### config.mk
export PLATFORM = sky130hd
export DESIGN_NAME = pipelined_instr_decoder
export DESIGN_NICKNAME = d
export VERILOG_FILES = /design/src/rtl/decode_pkg.sv /design/src/rtl/imm_gen.sv /design/src/rtl/pipelined_instr_decoder.sv
export SDC_FILE = /design/constraint.sdc
export NUM_CORES = 1
export LEC_CHECK = 0
export CORE_UTILIZATION = 35
export CTS_CLUSTER_DIAMETER = 200
export DETAILED_ROUTE_END_ITERATION = 7
export HOLD_SLACK_MARGIN = 0.15
export PLACE_DENSITY = 0.63
export RECOVER_POWER = 25
export SYNTH_ARGS = -nofsm -noshare
export SYNTH_HDL_FRONTEND = slang
export SYNTH_HIERARCHICAL = 1
export SYNTH_SLANG_ARGS = --single-unit
### constraint.sdc
create_clock -name clk -period 1.85 [get_ports clk]
set_clock_uncertainty 0.15 [all_clocks]
set_input_delay 0.2775 -clock clk [delete_from_list [all_inputs] [get_ports clk]]
set_output_delay 0.2775 -clock clk [all_outputs]
set_load 0.005 [all_outputs]
### src/rtl/decode_pkg.sv
// decode_pkg: opcode constants, format encoding and format decode shared by pipeline stages
package decode_pkg;

    typedef enum logic [2:0] {
        FMT_R   = 3'd0,
        FMT_I   = 3'd1,
        FMT_S   = 3'd2,
        FMT_B   = 3'd3,
        FMT_U   = 3'd4,
        FMT_J   = 3'd5,
        FMT_ILL = 3'd7
    } fmt_e;

    localparam logic [6:0] OP_OP       = 7'b0110011;
    localparam logic [6:0] OP_OP_32    = 7'b0111011;
    localparam logic [6:0] OP_IMM      = 7'b0010011;
    localparam logic [6:0] OP_IMM_32   = 7'b0011011;
    localparam logic [6:0] OP_LOAD     = 7'b0000011;
    localparam logic [6:0] OP_JALR     = 7'b1100111;
    localparam logic [6:0] OP_SYSTEM   = 7'b1110011;
    localparam logic [6:0] OP_MISC_MEM = 7'b0001111;
    localparam logic [6:0] OP_STORE    = 7'b0100011;
    localparam logic [6:0] OP_BRANCH   = 7'b1100011;
    localparam logic [6:0] OP_LUI      = 7'b0110111;
    localparam logic [6:0] OP_AUIPC    = 7'b0010111;
    localparam logic [6:0] OP_JAL      = 7'b1101111;

    // Compressed encodings (instr[1:0] != 2'b11) are not supported and decode as illegal.
    function automatic fmt_e decode_fmt(input logic [31:0] instr);
        fmt_e f;
        f = FMT_ILL;
        if (instr[1:0] == 2'b11) begin
            case (instr[6:0])
                OP_OP, OP_OP_32:                      f = FMT_R;
                OP_IMM, OP_IMM_32, OP_LOAD,
                OP_JALR, OP_SYSTEM, OP_MISC_MEM:      f = FMT_I;
                OP_STORE:                             f = FMT_S;
                OP_BRANCH:                            f = FMT_B;
                OP_LUI, OP_AUIPC:                     f = FMT_U;
                OP_JAL:                               f = FMT_J;
                default:                              f = FMT_ILL;
            endcase
        end
        return f;
    endfunction

endpackage

### src/rtl/imm_gen.sv
// imm_gen: combinational sign-extended immediate generation for each instruction format
module imm_gen
    import decode_pkg::*;
#(
    parameter int XLEN = 32
) (
    input  logic [31:0]     instr,
    input  fmt_e            fmt,
    output logic [XLEN-1:0] imm
);

    logic [31:0] imm32;
    logic        unused_opcode;

    assign unused_opcode = ^instr[6:0];

    // Assemble the 32-bit immediate for the format; R and illegal yield zero.
    always_comb begin
        imm32 = '0;
        case (fmt)
            FMT_I:   imm32 = {{20{instr[31]}}, instr[31:20]};
            FMT_S:   imm32 = {{20{instr[31]}}, instr[31:25], instr[11:7]};
            FMT_B:   imm32 = {{19{instr[31]}}, instr[31], instr[7], instr[30:25], instr[11:8], 1'b0};
            FMT_U:   imm32 = {instr[31:12], 12'b0};
            FMT_J:   imm32 = {{11{instr[31]}}, instr[31], instr[19:12], instr[20], instr[30:21], 1'b0};
            default: imm32 = '0;
        endcase
    end

    assign imm = XLEN'($signed(imm32));

endmodule

### src/rtl/pipelined_instr_decoder.sv
// pipelined_instr_decoder: full decode at capture into a main+skid elastic buffer, outputs from main registers
module pipelined_instr_decoder
    import decode_pkg::*;
#(
    parameter int XLEN = 32
) (
    input  logic            clk,
    input  logic            rst_n,
    input  logic            in_valid,
    output logic            in_ready,
    input  logic [31:0]     in_instr,
    input  logic [XLEN-1:0] in_pc,
    input  logic            flush,
    output logic            out_valid,
    input  logic            out_ready,
    output logic [6:0]      op_code,
    output logic [4:0]      rd,
    output logic [2:0]      fun3,
    output logic [4:0]      rs1,
    output logic [4:0]      rs2,
    output logic [6:0]      fun7,
    output logic [XLEN-1:0] out_pc,
    output logic [XLEN-1:0] imm,
    output logic [2:0]      fmt,
    output logic            illegal
);

    fmt_e            in_fmt;
    logic [XLEN-1:0] in_imm;

    logic            m_valid, s_valid;
    logic [31:0]     m_instr, s_instr;
    logic [XLEN-1:0] m_pc, s_pc, m_imm, s_imm;
    fmt_e            m_fmt, s_fmt;

    logic in_fire, m_load, s_load;

    assign in_fmt = decode_fmt(in_instr);

    imm_gen #(.XLEN(XLEN)) u_imm_gen (
        .instr (in_instr),
        .fmt   (in_fmt),
        .imm   (in_imm)
    );

    // in_ready is the skid-empty flag itself, so it never depends on out_ready.
    assign in_ready = !s_valid;
    assign in_fire  = in_valid && in_ready;
    // Main refills whenever it is empty or draining; skid catches an input when main stalls.
    assign m_load   = !flush && (!m_valid || out_ready);
    assign s_load   = !flush && in_fire && m_valid && !out_ready;

    // Main entry: refill from skid first (FIFO order), otherwise from the input.
    always_ff @(posedge clk or negedge rst_n) begin
        if (!rst_n) begin
            m_valid <= 1'b0;
            m_instr <= '0;
            m_pc    <= '0;
            m_imm   <= '0;
            m_fmt   <= FMT_R;
        end else begin
            m_valid <= flush ? 1'b0 : m_load ? (s_valid || in_fire) : m_valid;
            if (m_load && (s_valid || in_fire)) begin
                m_instr <= s_valid ? s_instr : in_instr;
                m_pc    <= s_valid ? s_pc    : in_pc;
                m_imm   <= s_valid ? s_imm   : in_imm;
                m_fmt   <= s_valid ? s_fmt   : in_fmt;
            end
        end
    end

    // Skid entry: fills on a stalled accept, empties when it moves to main or on flush.
    always_ff @(posedge clk or negedge rst_n) begin
        if (!rst_n) begin
            s_valid <= 1'b0;
            s_instr <= '0;
            s_pc    <= '0;
            s_imm   <= '0;
            s_fmt   <= FMT_R;
        end else begin
            s_valid <= flush ? 1'b0 : m_load ? 1'b0 : s_load ? 1'b1 : s_valid;
            if (s_load) begin
                s_instr <= in_instr;
                s_pc    <= in_pc;
                s_imm   <= in_imm;
                s_fmt   <= in_fmt;
            end
        end
    end

    assign out_valid = m_valid;
    assign op_code   = m_instr[6:0];
    assign rd        = m_instr[11:7];
    assign fun3      = m_instr[14:12];
    assign rs1       = m_instr[19:15];
    assign rs2       = m_instr[24:20];
    assign fun7      = m_instr[31:25];
    assign out_pc    = m_pc;
    assign imm       = m_imm;
    assign fmt       = m_fmt;
    assign illegal   = (m_fmt == FMT_ILL);

endmodule

# [Word level (Yosys, flattened, before mapping)]
# Index checks and enable logic that the tools add are counted.
[word_totals] ff_bits=200 output_inout_bits=102 wordCells=59
[op_classes] n_eq_ne=20 mux=12 reduce_logical=17
[ops] operator="$pmux W32 S5" n=1
[ops] operator="$mux W32" n=3
[ops] operator="$eq A7 B6 Y1 const B" n=4
[ops] operator="$eq A7 B7 Y1 const B" n=4
[ops] operator="$eq A7 B5 Y1 const B" n=3
[ops] operator="$pmux W3 S6" n=1
[ops] operator="$eq A3 B3 Y1 const B" n=3
[ops] operator="$eq A7 B2 Y1 const B" n=1
[ops] operator="$eq A7 B4 Y1 const B" n=1
[ops] operator="$eq A3 B2 Y1 const B" n=2
[ops] operator="$logic_and A1 B1 Y1" n=6
[ops] operator="$mux W3" n=2
[ops] operator="$reduce_or A6 Y1" n=1
[ops] operator="$mux W1" n=5
[ops] operator="$logic_not A1 Y1" n=4
[ops] operator="$reduce_or A2 Y1" n=2
[ops] operator="$eq A3 B1 Y1 const B" n=1
[ops] operator="$reduce_bool A3 Y1" n=1
[ops] operator="$eq A2 B2 Y1 const B" n=1
[ops] operator="$logic_or A1 B1 Y1" n=2
[ops] operator="$reduce_bool A2 Y1" n=1

# [Depth between registers and ports, before layout]
[logic_depth] depth_word=8 depth_mapped=11

# [Cells and area by module]
# The synthesis kept the hierarchy.
[modules_own_cells] module="pipelined_instr_decoder" n_inst=1 cells_each=686 area_each_um2=8573.2 seq_area_each_um2=5004.8
[modules_own_cells] module="imm_gen" n_inst=1 cells_each=70 area_each_um2=531.8 seq_area_each_um2=0.0

# [Least setup slack after synthesis]
# OpenSTA, ideal clock, no wires.
[synth_path] kind="input -> register" start="input port in_instr[5]" end="register s_imm[2]" setup_time_ns=0.128 arrival_time_ns=2.096 required_time_ns=1.572 path_slack_ns=-0.524 cell_stages=9 path_cell_list="clkbuf_1 > nor3b_1 > a21oi_1 > o311ai_1 > nand3_1 > buf_6 > nor2b_2 > a22o_1 > mux2_1"
[synth_between] elab_chain_len=6
[synth_rtl] element="start, declared" line_no="pipelined_instr_decoder.sv:11" source="input logic [31:0] in_instr,"
[synth_rtl] element="$eq A7 B5 Y1, or another cell as far along" line_no="decode_pkg.sv:33" source="case (instr[6:0])"
[synth_rtl] element="$reduce_or A6 Y1 / $reduce_or A2 Y1 (equally long branches)" line_no="decode_pkg.sv:33"
[synth_rtl] element="$pmux W3 S6 (*)" line_no="decode_pkg.sv:33"
[synth_rtl] element="$mux W3 (*)" line_no="decode_pkg.sv:32" source="if (instr[1:0] == 2'b11) begin"
[synth_rtl] element="net in_fmt[1]" line_no="pipelined_instr_decoder.sv:28" source="fmt_e in_fmt;"
[synth_rtl] element="$eq A3 B3 Y1, or another cell as far along" line_no="imm_gen.sv:20" source="case (fmt)"
[synth_rtl] element="$pmux W32 S5 (*)" line_no="imm_gen.sv:20"
[synth_rtl] element="net in_imm[2]" line_no="pipelined_instr_decoder.sv:29" source="logic [XLEN-1:0] in_imm;"
[synth_rtl] element="end signal, assigned" line_no="pipelined_instr_decoder.sv:85" source="s_imm <= in_imm;"
[synth_rtl] element="end, declared" line_no="pipelined_instr_decoder.sv:33" source="logic [XLEN-1:0] m_pc, s_pc, m_imm, s_imm;"
# The timed path passes the listed nets; every way through them passes the cells marked *.
# A chain may end at the register's enable or synchronous reset.

# [Final worst setup path]
[layout_path] start="register m_imm[8], in the netlist imm[8]" end="output port imm[8]"
[layout_lines] element="start, declared" line_no="pipelined_instr_decoder.sv:33"
[layout_lines] element="start signal, assigned" line_no="pipelined_instr_decoder.sv:66" source="m_imm <= s_valid ? s_imm : in_imm;"
[layout_lines] element="end, declared" line_no="pipelined_instr_decoder.sv:23" source="output logic [XLEN-1:0] imm,"
# No word-level cell between the ends.

==> impl_metrics.json <==
{
  "tns_ns": 0,
  "coreArea_um2": 25300,
  "port_buffers": 170,
  "ys_seq_area_share_pct": 55.0,
  "fmax_mhz": 551,
  "period_share_pct": 98.0,
  "cts_buffers": 17,
  "synth_area_leader_cell": "dfrtp_1",
  "clk_latency_ns": 0.45,
  "via_count": 6424,
  "synth.area.top_cells": "dfrtp_1, mux2i_1, mux2_1",
  "worst_slack_ns": 0.0366,
  "p_leak_uw": 0.00545,
  "hold_path_class": "in -> reg",
  "drtIter0Drc": 367,
  "min_period_ns": 1.81,
  "peakVddDrop_v": 0.000538,
  "worstSetupEndpointType": "output pin",
  "slowest_delay_ns": 0.55,
  "max-cap-violations": 0,
  "detail_route.first_pass.iterations": 4,
  "ys_seq_elements": 200,
  "die_area_um2": 26700,
  "vias_per_cell": 4.91,
  "max-slew-margin-rel_pct": 43.1,
  "final_util_pct": 50.0,
  "yosysWarnings": 6,
  "ys_types": 41,
  "p_sw_share_pct": 27.7,
  "track_usage_pct": 17.3,
  "diodes": 0,
  "grt-ovfl-total": 0,
  "wl_mm": 22.1,
  "worst_slew_pin_slew_ns": 0.853,
  "placed_cell_area_um2": 11700,
  "rsz0062_at_grt": "yes",
  "gp_congestion": 0.748,
  "fin_area_um2": 12700,
  "grt_pass1_wl_mm": 35.4,
  "htree_levels": 4,
  "worst-path-max-fanout": 2,
  "hold_depth": 4,
  "ios": 171,
  "outcome": "complete, no violations",
  "grt_pass1_vias": 6487,
  "finalMaxSlewViolations": 0,
  "setup_viol": 0,
  "cp_data_required_time_ns": 1.42,
  "crit_chain": "clkdlybuf4s50_1",
  "syn-num-nets": 825,
  "areaGrowthSynthToFinish_pct": 39.1,
  "netlist_instances": 756,
  "path_buf_inv": 1,
  "pwr-share-comb_pct": 20.4,
  "arrival_ns": 1.39,
  "pre_cts_ws_ns": -0.930,
  "path_delay_family": "buffers and inverters",
  "synth_common_cells": "dfrtp_1, a21oi_1, nor2_1",
  "crit_slowest_cell": "clkdlybuf4s50_1",
  "critPathKind": "reg -> out",
  "yosys.cell_count.top_type": "dfrtp_1",
  "synth.avg_cell_area_um2": 12.0,
  "synthArstFlopShare_pct": 100,
  "worstSetupStartpointType": "flip-flop",
  "drive_gt1_share_pct": 19.4,
  "p_sw_uw": 3340,
  "cts-root-buf": "clkbuf_16",
  "grt_max_degree": 73,
  "start_util_pct": 36.0,
  "routedWlPerCell_um": 16.9,
  "die_w_um": 163,
  "seqPwrFrac_pct": 46.6,
  "detailed_place_hpwl_mm": 14.9,
  "antenna_found_initial": 0,
  "hold_ws_ns": 0.167,
  "final_nets": 1034,
  "synthFlopType": "dfrtp_1",
  "synth-edff-count": 0,
  "crit_cells": 1,
  "synth_top_area_share_pct": 55.0,
  "power.share.clock_pct": 33.0,
  "p_int_uw": 8710,
  "clk_path_buf_depth": 2,
  "clk_pin_slew_worst_paths_ns": 0.07,
  "ant_nets": 0,
  "r2r_cells": 4,
  "die_y_um": 163,
  "power.density_nw_per_um2": 951,
  "clock_sinks": 200,
  "hold_viol": 0,
  "placementRows": 58,
  "netlist_area_um2": 9100,
  "tritoncts": "yes",
  "drc": 0
}
==> final cells by class <==
type / instances / area (µm²)
repair buffers: 248 / 2550
clock inverters: 15 / 215
fillers: 2243 / 12700
clock buffers: 17 / 425
flip-flops and latches: 200 / 5010
well taps: 330 / 413
multi-input cells: 491 / 4020
inverters: 7 / 26.3
==> cells by family (layout without fill, tap and decap cells) <==
group / count (synthesis) / in the layout / share of synthesized area, %
AND/OR/NAND/NOR: 162 / 162 / 8.73
multiplexers: 194 / 194 / 23.9
buffers and inverters: 65 / 287 / 4.09
AO/OA/AOI/OAI: 135 / 135 / 8.34
flip-flops: 200 / 200 / 55.0
==> repair_timing <==
action / CTS / global route
hold buffers: 9 / 2
endpoints found under the setup margin: 66 / 67
setup buffers: 5 / 3
gates cloned: 1 / 0
resized for setup: 41 / 38
hold endpoints to repair: 208 / 2
pin swaps: 9 / 18
==> final timing paths <==
check                                  from          to  slack, ns
worst min-delay path            in_instr[6]      fmt[0]       0.17
worst min register to register   s_instr[5]  s_instr[5]       0.34
min in group asynchronous             rst_n    s_imm[4]       0.45
worst max register to register      s_valid   s_imm[11]       0.07
worst max-delay path                 imm[8]      imm[8]       0.04
max in group asynchronous             rst_n    s_pc[23]       0.29
==> power by group through the flow <==
stage | registers, µW | logic (µW) | clock network, µW
3_5_place_dp | 5690 | 2440 | 0
5_1_grt | 5720 | 2700 | 4260
4_1_cts | 5620 | 2480 | 4090
6_report | 5610 | 2460 | 3980
2_1_floorplan | 5620 | 1090 | 0
3_3_place_gp | 5670 | 2400 | 0
==> worst register-to-register path, cell delays in order, from the launching register on <==
cell and delay (ns):
dfrtp_4 0.54, nor2_2 0.19, nand3_4 0.17, buf_12 0.25, mux2_1 0.37
==> sequential cells by signal, summed over array words and instances (netlist names), 3 cells and up <==
register  cells
s_instr      32
m_instr      32
s_pc         32
imm          32
s_fmt         3
out_pc       32
fmt           3
s_imm        32
==> cell usage in the layout (no fill, tap or decap), types with 3 or more instances in the layout <==
cell             instances
a21boi_1                 4
a21oi_1                100
a22o_1                   3
a31oi_1                  3
buf_12                  16
buf_4                   42
buf_6                    7
buf_8                    3
clkbuf_16               17
clkdlybuf4s50_1        157
clkinv_8                 4
dfrtp_1                199
dlygate4sd3_1           11
dlymetal6s2s_1           5
inv_1                    6
inv_12                   3
inv_8                    4
mux2_1                  52
mux2_4                  43
mux2i_1                 99
nand2_1                  7
nand2b_1                 3
nand3_2                 12
nand3b_1                 5
nand4bb_1               11
nor2_1                 100
o21ai_1                  4
o2bb2ai_2                6
==> routing by layer <==
metal  vias to the layer above  part of all wire [%]  GRT usage [%]
li1                       3100                     -              -
met1                      3170                    46           23.1
met2                       138                    46           26.6
met3                        16                   6.8           5.64
met4                         0                   1.1           4.93
met5                         -                     0              0
==> metrics by stage <==
stage | total power, µW | instances
2_1_floorplan | 6710 | 756
3_3_place_gp | 8070 | 1257
3_5_place_dp | 8130 | 1257
4_1_cts | 12200 | 1304
5_1_grt | 12700 | 1308
6_report | 12000 | 1308
Note: power is estimated with default switching activity, not from simulation.
